===== config.mk =====
export PLATFORM = sky130hd
export DESIGN_NAME = mul_1_flat
export DESIGN_NICKNAME = d
export VERILOG_FILES = /design/src/rtl/mul_1_if.sv /design/src/rtl/mul_1.sv /design/src/flat_wrapper.sv
export SDC_FILE = /design/constraint.sdc
export NUM_CORES = 1
export LEC_CHECK = 0
export BUFFER_PORTS_ARGS = -buffer_cell sky130_fd_sc_hd__buf_4
export CORE_MARGIN = 3
export CORE_UTILIZATION = 55
export CTS_BUF_LIST = sky130_fd_sc_hd__clkbuf_8
export CTS_CLUSTER_SIZE = 24
export DETAILED_ROUTE_END_ITERATION = 10
export GPL_TIMING_DRIVEN = 0
export PLACE_DENSITY = 0.73
export SYNTH_ARGS = -nofsm -noshare
export SYNTH_HDL_FRONTEND = slang
export SYNTH_SLANG_ARGS = --single-unit

===== constraint.sdc =====
create_clock -name clk -period 6.11 [get_ports clk]
set_clock_uncertainty 0.05 [all_clocks]
set_input_delay 1.222 -clock clk [delete_from_list [all_inputs] [get_ports clk]]
set_output_delay 1.222 -clock clk [all_outputs]
set_load 0.01 [all_outputs]

===== src/rtl/mul_1_if.sv =====
// Operand/product bundle for the mul_1 pipelined multiplier.
// The master drives operands; the slave (the multiplier) returns the product.
interface mul_1_if #(
  parameter int WIDTH = 16
);
  logic                 in_valid;
  logic [WIDTH-1:0]     a;
  logic [WIDTH-1:0]     b;
  logic                 out_valid;
  logic [2*WIDTH-1:0]   out;

  modport master (output in_valid, output a, output b, input out_valid, input out);
  modport slave  (input in_valid, input a, input b, output out_valid, output out);
endinterface


===== src/rtl/mul_1.sv =====
// Three-stage pipelined multiplier, full 2*WIDTH product, one pair per clock.
// Define MUL1_SIGNED_EN for two's-complement operands; otherwise unsigned.
module mul_1 #(
  parameter int WIDTH = 16
) (
  input logic   clk,
  input logic   rst_n,
  mul_1_if.slave bus
);
  localparam int PW   = 2 * WIDTH;
  localparam int HALF = WIDTH / 2;
`ifdef MUL1_SIGNED_EN
  localparam bit SIGNED_MUL = 1'b1;
`else
  localparam bit SIGNED_MUL = 1'b0;
`endif

  logic [WIDTH-1:0] a_s1;
  logic [WIDTH-1:0] b_s1;
  logic             valid_s1;
  logic [PW-1:0]    sum_lo;
  logic [PW-1:0]    sum_hi;
  logic             valid_s2;
  logic [PW-1:0]    prod;
  logic             valid_s3;

  logic [PW-1:0]    a_ext;
  logic [PW-1:0]    pp;
  logic [PW-1:0]    sum_lo_d;
  logic [PW-1:0]    sum_hi_d;

  assign a_ext = SIGNED_MUL ? {{WIDTH{a_s1[WIDTH-1]}}, a_s1} : {{WIDTH{1'b0}}, a_s1};

  // The MSB row carries weight -2^(WIDTH-1) for signed operands, so it is subtracted.
  always_comb begin
    sum_lo_d = '0;
    sum_hi_d = '0;
    pp       = '0;
    for (int i = 0; i < WIDTH; i++) begin
      pp = b_s1[i] ? (a_ext << i) : '0;
      if (i < HALF)
        sum_lo_d = sum_lo_d + pp;
      else if (SIGNED_MUL && (i == WIDTH - 1))
        sum_hi_d = sum_hi_d - pp;
      else
        sum_hi_d = sum_hi_d + pp;
    end
  end

  always_ff @(posedge clk or negedge rst_n) begin
    if (!rst_n) begin
      a_s1     <= '0;
      b_s1     <= '0;
      valid_s1 <= 1'b0;
      sum_lo   <= '0;
      sum_hi   <= '0;
      valid_s2 <= 1'b0;
      prod     <= '0;
      valid_s3 <= 1'b0;
    end else begin
      valid_s1 <= bus.in_valid;
      valid_s2 <= valid_s1;
      valid_s3 <= valid_s2;
      if (bus.in_valid) begin
        a_s1 <= bus.a;
        b_s1 <= bus.b;
      end
      if (valid_s1) begin
        sum_lo <= sum_lo_d;
        sum_hi <= sum_hi_d;
      end
      if (valid_s2)
        prod <= sum_lo + sum_hi;
    end
  end

  assign bus.out       = prod;
  assign bus.out_valid = valid_s3;
endmodule


===== src/flat_wrapper.sv =====
// flat-port wrapper written by rule: the top's interface ports become plain ports
module mul_1_flat 
#(
  parameter int WIDTH = 16
)
  (clk, rst_n, bus_in_valid, bus_a, bus_b, bus_out_valid, bus_out);
  mul_1_if #(.WIDTH(WIDTH)) bus_i ();
  input logic clk;
  input logic rst_n;
  input wire logic [$bits(bus_i.in_valid)-1:0] bus_in_valid;
  input wire logic [$bits(bus_i.a)-1:0] bus_a;
  input wire logic [$bits(bus_i.b)-1:0] bus_b;
  output wire logic [$bits(bus_i.out_valid)-1:0] bus_out_valid;
  output wire logic [$bits(bus_i.out)-1:0] bus_out;
  assign bus_i.in_valid = bus_in_valid;
  assign bus_i.a = bus_a;
  assign bus_i.b = bus_b;
  assign bus_out_valid = bus_i.out_valid;
  assign bus_out = bus_i.out;
  mul_1 #(.WIDTH(WIDTH)) u_core (.clk(clk), .rst_n(rst_n), .bus(bus_i));
endmodule

==> results.py <==
metrics = {
    "critical_path": {
        "required_ns": 6.41,
        "rrSetupSlack_ns": 0.59,
        "cp_slowest_cell": "dfrtp_1",
        "start_kind": "register",
        "critPathTopFamily": "adder cells",
        "worstSetupPathType": "register to register",
        "r2r_cells": 15,
        "r2r_start": "u_core.a_s1[1]",
        "cp_max_fo": 10,
        "path_cells": "clkbuf_1 -> and2_1 -> fa_1 -> fa_1 -> fa_1 -> inv_1 -> fa_1 -> inv_1 -> ha_1 -> nand2_1 -> a2111o_1 -> a21oi_2 -> o2111ai_2 -> a2111o_1 -> o311ai_1",
        "cpPeakStageDelay_ns": 0.60,
        "crit_buf_inv": 3,
        "cp-end-kind": "register",
        "arrival_ns": 5.82,
        "r2r-end": "u_core.sum_lo[22]",
        "crit_path_frequent_cell": "fa_1",
    },
    "placement": {
        "gp_congestion": 0.964,
        "place.detailed.hpwl_mm": 26.2,
        "port_buffers": 67,
        "placed_area_sq_um": 14200,
    },
    "finish": {
        "final_cell_mix": "fa_1 (173), and2_1 (168), inv_1 (168), nand2_1 (144), dfrtp_1 (117)",
        "syn2layout_area_growth_pct": 9.85,
        "num_antenna_cells": 0,
        "utilization": 0.618,
        "drive_above_1_share": 0.126,
        "nets": 1757,
        "nFillCells": 1952,
        "final_common_cell": "fa_1",
        "finalInstanceArea_sq_um": 14600,
    },
    "drt": {
        "vias_per_cell": 5.68,
        "dr.pass1.iters": 5,
        "ant_nets": 0,
        "vias": 10100,
        "drc": 0,
        "drtIter0Drc": 887,
        "wl_per_cell_um": 18.8,
        "wirelength_mm": 33.4,
    },
    "sta": {
        "slew_violations": 0,
        "hold_ws_ns": 0.320,
        "fin_crit_ns": 5.52,
        "clock.fmax_mhz": 181,
        "tns_ns": 0,
        "hold_viol": 0,
        "rsz0062_at_grt": "false",
        "setup_viol": 0,
        "worst_pin_slew_ns": 0.784,
        "slew_headroom": 0.477,
        "min_period_over_period": 0.903,
    },
    "yosys": {
        "syn_area_sq_um": 13300,
        "synth-edff-count": 0,
        "avgSynthCellArea_sq_um": 9.76,
        "ys_warn_count": 0,
        "ys_ff_latch": 117,
        "async_flop_share": 1.00,
        "yosys-top-cells-area": "fa_1 (26%), dfrtp_1 (22%), ha_1 (9.4%)",
        "synth_nets": 1670,
        "syn_inst": 1362,
        "yosysTopAreaCellShare": 0.261,
        "ys_seq_area_frac": 0.220,
        "synth_top_cell_by_area": "fa_1",
        "yosysUniqueCellTypes": 73,
        "synthFlopType": "dfrtp_1",
    },
    "run": {
        "cap_viol_max_count": 0,
    },
    "power": {
        "p_leak_nw": 7.02,
        "ir_drop_uv": 331,
        "power_frac_seq": 0.149,
        "pwr-share-comb": 0.767,
        "switching_share": 0.507,
        "p_int_mw": 4.31,
        "clockPowerShare": 0.084,
        "power.density_nw_per_um2": 599,
        "p_sw_mw": 4.44,
    },
    "min_path": {
        "hold_path_end": "u_core.bus.out_valid",
        "min_path_cells": 0,
        "hp-start": "u_core.valid_s2",
        "min_path_type": "register to register",
    },
    "clock_network": {
        "clock_path_buffers": 2,
        "insertion_delay_ns": 0.47,
        "cts_resized": 0,
        "clkTransAtPathRegs_ns": 0.08,
        "cts.sinks": 117,
        "htree_levels": 4,
        "cts_tree": "built",
        "hold_buffers": 0,
        "root_buffer": "clkbuf_8",
        "numCtsBuffers": 17,
        "cts_setup_buffers": 0,
    },
    "floorplanning": {
        "rows": 56,
        "ioPinCount": 68,
        "die_h_um": 161,
        "fp.dieW_um": 161,
        "core_area_sq_um": 23600,
        "start_util": 0.563,
        "die_area_sq_um": 26100,
    },
    "global_routing": {
        "grt_pass1_vias": 10500,
        "grt_usage": 0.273,
        "overflow": 0,
        "grt_first_pass_wirelength_mm": 56.1,
        "grt_max_degree": 72,
        "antenna_found_initial": 0,
    },
    "status": {
        "status": "completed",
    },
}
registers in the layout, summed over array words and instances (netlist names):
name                  count
u_core.bus.out           32
u_core.sum_lo            26
u_core.b_s1              16
u_core.valid_s1           1
u_core.bus.out_valid      1
u_core.valid_s2           1
u_core.sum_hi            24
u_core.a_s1              16
logic make-up after synthesis:
kind of cell | count (synthesis) | share of synthesized area
AOI/OAI and AO/OA | 215 | 0.114
xor gates and xnor gates | 22 | 0.0145
adders and majority gates | 273 | 0.355
buffers and inverters | 228 | 0.0657
DFF | 117 | 0.220
muxes | 69 | 0.0583
and+or+nand+nor | 438 | 0.172
synthesized netlist by cell type, types with 4 or more instances:
| cell type | instances |
|---|---|
| fa_1 | 173 |
| and2_1 | 168 |
| inv_1 | 168 |
| nand2_1 | 144 |
| dfrtp_1 | 117 |
| ha_1 | 100 |
| mux2_2 | 67 |
| clkbuf_1 | 50 |
| a21oi_1 | 46 |
| o21ai_0 | 32 |
| a21o_1 | 26 |
| nor2_1 | 26 |
| nand3_1 | 23 |
| nor3_1 | 17 |
| xnor2_1 | 17 |
| o211ai_1 | 14 |
| nand2b_1 | 12 |
| nand4_1 | 11 |
| o31ai_1 | 10 |
| a211oi_1 | 9 |
| and3_1 | 9 |
| o21a_1 | 9 |
| buf_1 | 8 |
| o311ai_0 | 8 |
| o21bai_1 | 6 |
| a2111o_1 | 5 |
| nor2b_1 | 5 |
| o2111ai_1 | 5 |
| or3_1 | 5 |
| xor2_1 | 5 |
| a211o_1 | 4 |
| a31oi_1 | 4 |
routing by layer:
metal,GRT usage,part of all wire
met4,0.0856,0.028
met2,0.427,0.45
met5,0,0
met3,0.0567,0.067
met1,0.386,0.46
final cells by class:
class	count	area (sq um)	share of cell area
multi-input cells	1017	9490	0.650
flip-flops and latches	117	2930	0.201
inverters	168	631	0.0432
repair buffers	68	534	0.0366
well taps	319	399	0.0273
clock buffers	18	248	0.0170
plain buffers	60	243	0.0166
clock inverters	14	128	0.00874
worst reg2reg max path, delay by kind of cell (launching register included):
kind,cells,cell delay [ns]
AO/OA/AOI/OAI,5,1.36
adder cells (fa/ha/maj),5,2.38
buffers and inverters,3,0.68
flip-flops,1,0.60
AND/OR/NAND/NOR,2,0.35
worst max path at each step:
stage	start	end	depth (start not counted)
5_1_grt	u_core.a_s1[2]	u_core.sum_hi[29]	14
6_report	u_core.a_s1[1]	u_core.sum_lo[22]	15
2_1_floorplan	u_core.b_s1[7]	u_core.sum_lo[22]	15
3_3_place_gp	u_core.a_s1[1]	u_core.sum_lo[22]	15
3_5_place_dp	u_core.a_s1[2]	u_core.sum_hi[29]	14
4_1_cts	u_core.a_s1[1]	u_core.sum_lo[22]	15
power by group through the flow:
| stage | clock network [mW] | logic [mW] | registers, mW |
|---|---|---|---|
| 3_5_place_dp | 0 | 6.58 | 1.32 |
| 2_1_floorplan | 0 | 4.92 | 1.29 |
| 3_3_place_gp | 0 | 6.45 | 1.31 |
| 5_1_grt | 0.785 | 7.59 | 1.34 |
| 6_report | 0.732 | 6.71 | 1.30 |
| 4_1_cts | 0.746 | 6.64 | 1.30 |
per-stage QoR:
step	power [mW]	setup slack, ns	instances
after global placement	7.76	0.721	1748
after CTS	8.69	0.659	1781
final	8.75	0.591	1781
after floorplan	6.21	1.48	1362
after global routing	9.72	0.205	1781
after detailed placement	7.90	0.705	1749
No activity file was read; power rests on OpenSTA's default activity.
